==> src/rtl/if_loader_pkg.sv <==
// if_loader_pkg: shared state encoding and default frame header for the input-feature RAM loader
package if_loader_pkg;

    typedef enum logic [1:0] {
        IDLE,
        LOAD,
        CHK,
        FIN
    } state_t;

    localparam logic [7:0] HDR_DEF = 8'hA5;

endpackage

==> src/rtl/if_loader.sv <==
// if_loader: framed byte stream to input-feature RAM writer with mod-256 checksum and idle timeout
module if_loader
    import if_loader_pkg::*;
#(
    parameter int         N_PIX   = 784,
    parameter int         ADDR_W  = 10,
    parameter logic [7:0] HDR     = HDR_DEF,
    parameter int         TIMEOUT = 50_000_000
) (
    input  logic              CK,
    input  logic              RB,
    input  logic              RX_VALID_I,
    input  logic [7:0]        RX_DATA_I,
    output logic              RX_READY_O,
    input  logic              CLR_I,
    output logic [ADDR_W-1:0] RAM_IF_ADDR_O,
    output logic [7:0]        RAM_IF_DATA_O,
    output logic              RAM_IF_WREN_O,
    output logic              BUSY_O,
    output logic              DONE_O,
    output logic              ERR_O
);

    localparam int                TW     = $clog2(TIMEOUT + 1);
    localparam logic [ADDR_W-1:0] LAST   = ADDR_W'(N_PIX - 1);
    localparam logic [TW-1:0]     T_LAST = TW'(TIMEOUT - 1);

    state_t            state;
    logic [ADDR_W-1:0] cnt;
    logic [7:0]        sum;
    logic [TW-1:0]     timer;
    logic              acc;

    assign acc = RX_VALID_I && RX_READY_O;

    // frame FSM with registered write port; the timer fires on the idle edge that would bring it to TIMEOUT
    always_ff @(posedge CK or negedge RB) begin
        if (!RB) begin
            state         <= IDLE;
            cnt           <= '0;
            sum           <= '0;
            timer         <= '0;
            RX_READY_O    <= 1'b0;
            RAM_IF_ADDR_O <= '0;
            RAM_IF_DATA_O <= '0;
            RAM_IF_WREN_O <= 1'b0;
            BUSY_O        <= 1'b0;
            DONE_O        <= 1'b0;
            ERR_O         <= 1'b0;
        end else begin
            RAM_IF_WREN_O <= 1'b0;
            DONE_O        <= 1'b0;
            if (CLR_I) begin
                state      <= IDLE;
                ERR_O      <= 1'b0;
                BUSY_O     <= 1'b0;
                RX_READY_O <= 1'b1;
            end else begin
                case (state)
                    IDLE: begin
                        RX_READY_O <= 1'b1;
                        if (acc && RX_DATA_I == HDR) begin
                            state  <= LOAD;
                            cnt    <= '0;
                            sum    <= '0;
                            timer  <= '0;
                            ERR_O  <= 1'b0;
                            BUSY_O <= 1'b1;
                        end
                    end
                    LOAD, CHK: begin
                        if (acc) begin
                            timer <= '0;
                            if (state == LOAD) begin
                                RAM_IF_ADDR_O <= cnt;
                                RAM_IF_DATA_O <= RX_DATA_I;
                                RAM_IF_WREN_O <= 1'b1;
                                sum           <= sum + RX_DATA_I;
                                cnt           <= cnt + 1'b1;
                                if (cnt == LAST) state <= CHK;
                            end else if (RX_DATA_I == sum) begin
                                state      <= FIN;
                                DONE_O     <= 1'b1;
                                RX_READY_O <= 1'b0;
                                BUSY_O     <= 1'b0;
                            end else begin
                                state  <= IDLE;
                                ERR_O  <= 1'b1;
                                BUSY_O <= 1'b0;
                            end
                        end else if (timer == T_LAST) begin
                            state  <= IDLE;
                            ERR_O  <= 1'b1;
                            BUSY_O <= 1'b0;
                        end else begin
                            timer <= timer + 1'b1;
                        end
                    end
                    FIN: begin
                        state      <= IDLE;
                        RX_READY_O <= 1'b1;
                    end
                endcase
            end
        end
    end

endmodule

==> config.mk <==
export PLATFORM = sky130hd
export DESIGN_NAME = if_loader
export DESIGN_NICKNAME = d
export VERILOG_FILES = /design/src/rtl/if_loader_pkg.sv /design/src/rtl/if_loader.sv
export SDC_FILE = /design/constraint.sdc
export NUM_CORES = 1
export LEC_CHECK = 0
export CAP_MARGIN = 20
export CORE_ASPECT_RATIO = 1.4
export CORE_MARGIN = 1.5
export CORE_UTILIZATION = 55
export DETAILED_ROUTE_END_ITERATION = 10
export PLACE_DENSITY_LB_ADDON = 0.15
export SYNTH_ARGS = -nofsm -noshare
export SYNTH_HDL_FRONTEND = slang
export SYNTH_SLANG_ARGS = --single-unit
==> constraint.sdc <==
create_clock -name CK -period 2.8 [get_ports CK]
set_input_delay 0.42 -clock CK [delete_from_list [all_inputs] [get_ports CK]]
set_output_delay 0.42 -clock CK [all_outputs]
set_load 0.05 [all_outputs]
After elaboration in Yosys (flattened, before gate mapping)
Index checks and enable logic that the tools add are counted.
{"block": "totals", "regBits": 69, "output_inout_bits": 23, "elab_cells": 95}
{"block": "op_classes", "addsub": 3, "eq_ne": 19, "n_mux": 47, "n_bitwise": 1, "n_reduce_logical": 14}
{"cell": "26-bit two-way mux", "n": 3}
{"cell": "26-bit case mux with 2 select lines", "n": 1}
{"cell": "10-bit two-way mux", "n": 3}
{"cell": "26-bit by 1-bit adder with 26-bit output (second input constant)", "n": 1}
{"cell": "26-bit equality test (second input constant)", "n": 1}
{"cell": "1-bit two-way mux", "n": 24}
{"cell": "8-bit two-way mux", "n": 3}
{"cell": "10-bit case mux with 2 select lines", "n": 1}
{"cell": "8-bit case mux with 2 select lines", "n": 1}
{"cell": "3-bit != test (second input constant)", "n": 5}
{"cell": "2-bit two-way mux", "n": 7}
{"cell": "4-bit != test (second input constant)", "n": 3}
{"cell": "4-bit AND reduction", "n": 3}
{"cell": "10-bit by 1-bit adder with 10-bit output (second input constant)", "n": 1}
{"cell": "10-bit equality test (second input constant)", "n": 1}
{"cell": "5-bit AND reduction", "n": 2}
{"cell": "8-bit adder", "n": 1}
{"cell": "8-bit equality test", "n": 1}
{"cell": "8-bit equality test (second input constant)", "n": 1}
{"cell": "2-bit != test (second input constant)", "n": 3}
{"cell": "1-bit case mux with 2 select lines", "n": 3}
{"cell": "2-bit case mux with 3 select lines", "n": 1}
{"cell": "3-bit AND reduction", "n": 2}
{"cell": "5-bit != test (second input constant)", "n": 1}
{"cell": "8 further kinds", "n": 11}

Depth between registers and ports, before layout
{"block": "logic_depth", "depth_word": 6, "mapped_depth": 9, "depth_no_buf": 8}

Least setup slack after synthesis
No wires, ideal clock.
{"block": "synth_path", "kind": "register -> register", "start": "register timer[16]", "end": "register BUSY_O", "arrival_ns": 2.269, "required_ns": 2.680, "path_slack_ns": 0.412, "path_stages_with_launch": 7, "path_buffers": 0, "period_less_slack_ns": 2.388, "path_cell_list": "dfrtp_1 -> or4b_1 -> or4_4 -> or2_4 -> a311oi_4 -> a21boi_2 -> nor2_1"}
{"block": "synth_via", "elab_chain_cells": 3}
{"item": "start, declared", "line": "if_loader.sv:31", "text": "logic [TW-1:0] timer;"}
{"item": "start signal, assigned", "line": "if_loader.sv:96", "text": "timer <= timer + 1'b1;"}
{"item": "26-bit equality test", "line": "if_loader.sv:91", "text": "end else if (timer == T_LAST) begin"}
{"item": "4-bit != test (no source line)"}
{"item": "4-bit AND reduction (no source line)"}
{"item": "end signal, assigned", "line": "if_loader.sv:85", "text": "BUSY_O <= 1'b0;"}
{"item": "end signal, assigned", "line": "if_loader.sv:89", "text": "BUSY_O <= 1'b0;"}
{"item": "end signal, assigned", "line": "if_loader.sv:94", "text": "BUSY_O <= 1'b0;"}
{"item": "end, declared", "line": "if_loader.sv:19", "text": "output logic BUSY_O,"}
Every way passes these cells.
A chain may end at the register's enable or synchronous reset.

Worst setup path in the final report
{"block": "layout_path", "start": "register timer[9]", "end": "register ERR_O"}
{"block": "layout_via", "elab_chain_cells": 3}
{"item": "26-bit equality test", "line": "if_loader.sv:91"}
{"item": "4-bit != test (no source line)"}
{"item": "5-bit AND reduction (no source line)"}
{"item": "end signal, assigned", "line": "if_loader.sv:67", "text": "ERR_O <= 1'b0;"}
{"item": "end signal, assigned", "line": "if_loader.sv:88", "text": "ERR_O <= 1'b1;"}
{"item": "end signal, assigned", "line": "if_loader.sv:93", "text": "ERR_O <= 1'b1;"}
{"item": "end, declared", "line": "if_loader.sv:21", "text": "output logic ERR_O"}
Every way passes these cells.

==> impl_metrics.py <==
metrics = {
    "run_status": {
        "status": "finished clean",
    },
    "critical_path": {
        "start_kind": "flip-flop",
        "startpoint": "timer[9]$_DFFE_PN0P_",
        "crit_fanout": 7,
        "path_depth": 6,
        "r2r-start": "timer[9]$_DFFE_PN0P_",
        "rrSetupSlack_ns": 0.18,
        "cp.required_ns": 3.07,
        "setup.worst_path.end_class": "flip-flop",
        "r2r_cells": 6,
        "regToRegEndpoint": "ERR_O$_DFFE_PN0P_",
        "crit_slowest_cell": "or4b_1",
        "critical_path_class": "flip-flop to flip-flop",
        "worstPathArrival_ns": 2.89,
        "path_buf_inv": 0,
        "worstPathCellList": "or4b_1 > or4_4 > or2_4 > a311oi_4 > a32oi_1 > o2bb2ai_1",
        "cp-endpoint": "ERR_O$_DFFE_PN0P_",
        "critPathMaxStageDelay_ns": 0.56,
        "cp_top_family": "simple AND/OR/NAND/NOR gates",
    },
    "floorplanning": {
        "coreArea_um2": 6570,
        "dieHeight_um": 101,
        "die_w_um": 72.6,
        "start_util": 0.569,
        "design.die.area_um2": 7300,
        "ios": 35,
        "placementRows": 35,
    },
    "grt": {
        "grt_max_degree": 40,
        "grt-ovfl-total": 0,
        "grt_pass1_wl_um": 15200,
        "grt.total_usage": 0.270,
        "antenna_found_initial": 0,
        "grt_pass1_vias": 3291,
    },
    "sta": {
        "max_slew_margin": 0.408,
        "min_period_ns": 2.62,
        "setup_tns_ns": 0,
        "worstMarginPinSlew_ns": 0.885,
        "fmax_ghz": 0.381,
        "rsz0062_at_grt": "false",
        "hold_violations": 0,
        "post-route-period-util": 0.937,
        "finalSetupViolCount": 0,
        "slew_violations": 0,
        "fin_skew_ns": 0.00961,
    },
    "synth": {
        "synth_edf_count": 0,
        "yosysWarningCount": 0,
        "syn_area_um2": 3730,
        "synth-seq-cells": 69,
        "ys_async_sr_fraction": 1.00,
        "synth_common_cells": "92 x nand2_1, 69 x dfrtp_1, 43 x o21ai_0",
        "postSynthAreaPerCell_um2": 8.79,
        "yosysMostFrequentCell": "nand2_1",
        "synth_cell_types": 57,
        "synth_top_flop_cell": "dfrtp_1",
        "syn-instance-count": 425,
        "netlist.area_leader.share": 0.462,
        "syn-num-nets": 449,
        "yosysSeqAreaShare": 0.462,
        "synthTopCellsByArea": "dfrtp_1 46%, nand2_1 9.2%, o21ai_0 5.8%",
        "synth_top_area_cell": "dfrtp_1",
    },
    "routing": {
        "drcViolationCount": 0,
        "drtPass1Iterations": 4,
        "drtIter0Drc": 164,
        "dr_wl_met2_um": 4860,
        "routed_wl_um": 9050,
        "via_count": 3318,
        "met3WireLength_um": 349,
        "avgViaCountPerCell": 5.89,
        "top_layer": "met4",
        "route.layer.met1.wl_um": 3630,
        "wl_per_cell_um": 16.1,
        "ant_nets": 0,
    },
    "cts": {
        "cts_root_buf": "clkbuf_8",
        "clkSinkCount": 69,
        "cts_buffer_depth": 2,
        "cts_setup_buffers": 0,
        "cts_buffers": 9,
        "clk_latency_ns": 0.35,
        "cts_hold_buf": 0,
        "cts_tree": "built",
        "h-tree-depth": 3,
        "post_cts_resized": 0,
        "path_clk_slew_ns": 0.08,
    },
    "hold_path": {
        "hold_class": "input pin to async pin",
    },
    "power_and_ir_drop": {
        "power_mw": 3.84,
        "power_density_nw_per_um2": 847,
        "power_leakage_nw": 2.05,
        "ir_drop_mv": 0.333,
    },
    "placement": {
        "gp_congestion": 0.919,
        "io_buffer_count": 34,
        "place_hpwl_um": 6530,
        "place_area_um2": 4330,
    },
    "cells_and_area": {
        "n_fill_cell": 544,
        "drive_above_1_share": 0.119,
        "diodes": 0,
        "final_area_um2": 4530,
        "area_growth_pct": 21.2,
        "layout.nets": 508,
    },
    "run": {
        "drv_cap": 0,
    },
}
-- logic make-up (layout without fill, tap and decap cells) --
| family | after synthesis | count (layout) | synth area share |
|---|---|---|---|
| buf+inv | 29 | 93 | 0.0308 |
| simple gates | 200 | 200 | 0.255 |
| xor+xnor | 7 | 7 | 0.0164 |
| flops | 69 | 69 | 0.462 |
| fa+ha+maj | 12 | 12 | 0.0422 |
| compound gates | 102 | 102 | 0.177 |
| mux | 6 | 6 | 0.0164 |
-- flip-flops by register name, indices dropped and copies added, names as in the netlist --
register       count
RX_READY_O         1
RAM_IF_DATA_O      8
BUSY_O             1
timer             26
RAM_IF_ADDR_O     10
ERR_O              1
state              2
sum                8
RAM_IF_WREN_O      1
DONE_O             1
cnt               10
-- worst register-to-register path, stage by stage (launching register included) --
cell       delay (ns)
dfrtp_1          0.45
or4b_1           0.57
or4_4            0.52
or2_4            0.29
a311oi_4         0.36
a32oi_1          0.16
o2bb2ai_1        0.19
-- metrics by stage --
step                 util  hold WS [ns]  std cells  worst slack [ns]
finish              0.689         0.119        563             0.177
detailed placement  0.659         0.462        547           -0.0529
global route        0.689         0.175        563            0.0322
CTS                 0.689         0.138        563             0.170
global placement    0.659         0.453        547            0.0233
floorplan               -         0.124        425             0.412
-- power breakdown --
group	switching (mW)	internal, mW
Clock	0.395	0.434
Combinational	1.04	0.601
Sequential	0.160	1.21
Total	1.59	2.24
-- cell type report --
type | count | area (um2) | share of cell area
Clock buffer | 10 | 138 | 0.0304
Sequential cell | 69 | 1730 | 0.381
Inverter | 15 | 56.3 | 0.0124
Timing Repair Buffer | 62 | 558 | 0.123
Multi-Input combinational cell | 327 | 1890 | 0.418
Tap cell | 74 | 92.6 | 0.0205
Clock inverter | 6 | 62.6 | 0.0138
-- how the worst min path moves through the flow --
| stage | from | endpoint | slack [ns] |
|---|---|---|---|
| global route | RB | RAM_IF_DATA_O[4]$_DFFE_PN0P_ | 0.17 |
| detailed placement | RAM_IF_ADDR_O[1]$_DFFE_PN0P_ | RAM_IF_ADDR_O[1]$_DFFE_PN0P_ | 0.46 |
| CTS | RB | RAM_IF_DATA_O[4]$_DFFE_PN0P_ | 0.14 |
| global placement | timer[25]$_DFFE_PN0P_ | timer[25]$_DFFE_PN0P_ | 0.45 |
| finish | RB | RAM_IF_DATA_O[4]$_DFFE_PN0P_ | 0.12 |
| floorplan | RB | BUSY_O$_DFFE_PN0P_ | 0.12 |
-- per-layer routing --
layer	vias to the layer above	track usage
met2	83	0.481
met5	-	0
met3	18	0.0510
met4	0	0.135
li1	1628	-
met1	1589	0.304
-- placed cells by master (no fill, tap or decap), types with 5 or more instances in the layout --
master / count
and3_1: 5
o21ai_0: 43
nor2_1: 34
a21oi_1: 15
clkdlybuf4s50_1: 33
dfrtp_1: 69
buf_4: 27
a31oi_1: 9
nor3_1: 12
mux2i_1: 5
nand4_1: 9
a22o_1: 6
nand2_1: 92
clkbuf_8: 10
o31ai_1: 10
ha_1: 11
nand3_1: 20
inv_1: 14
Power figures use the tool's default switching activity.
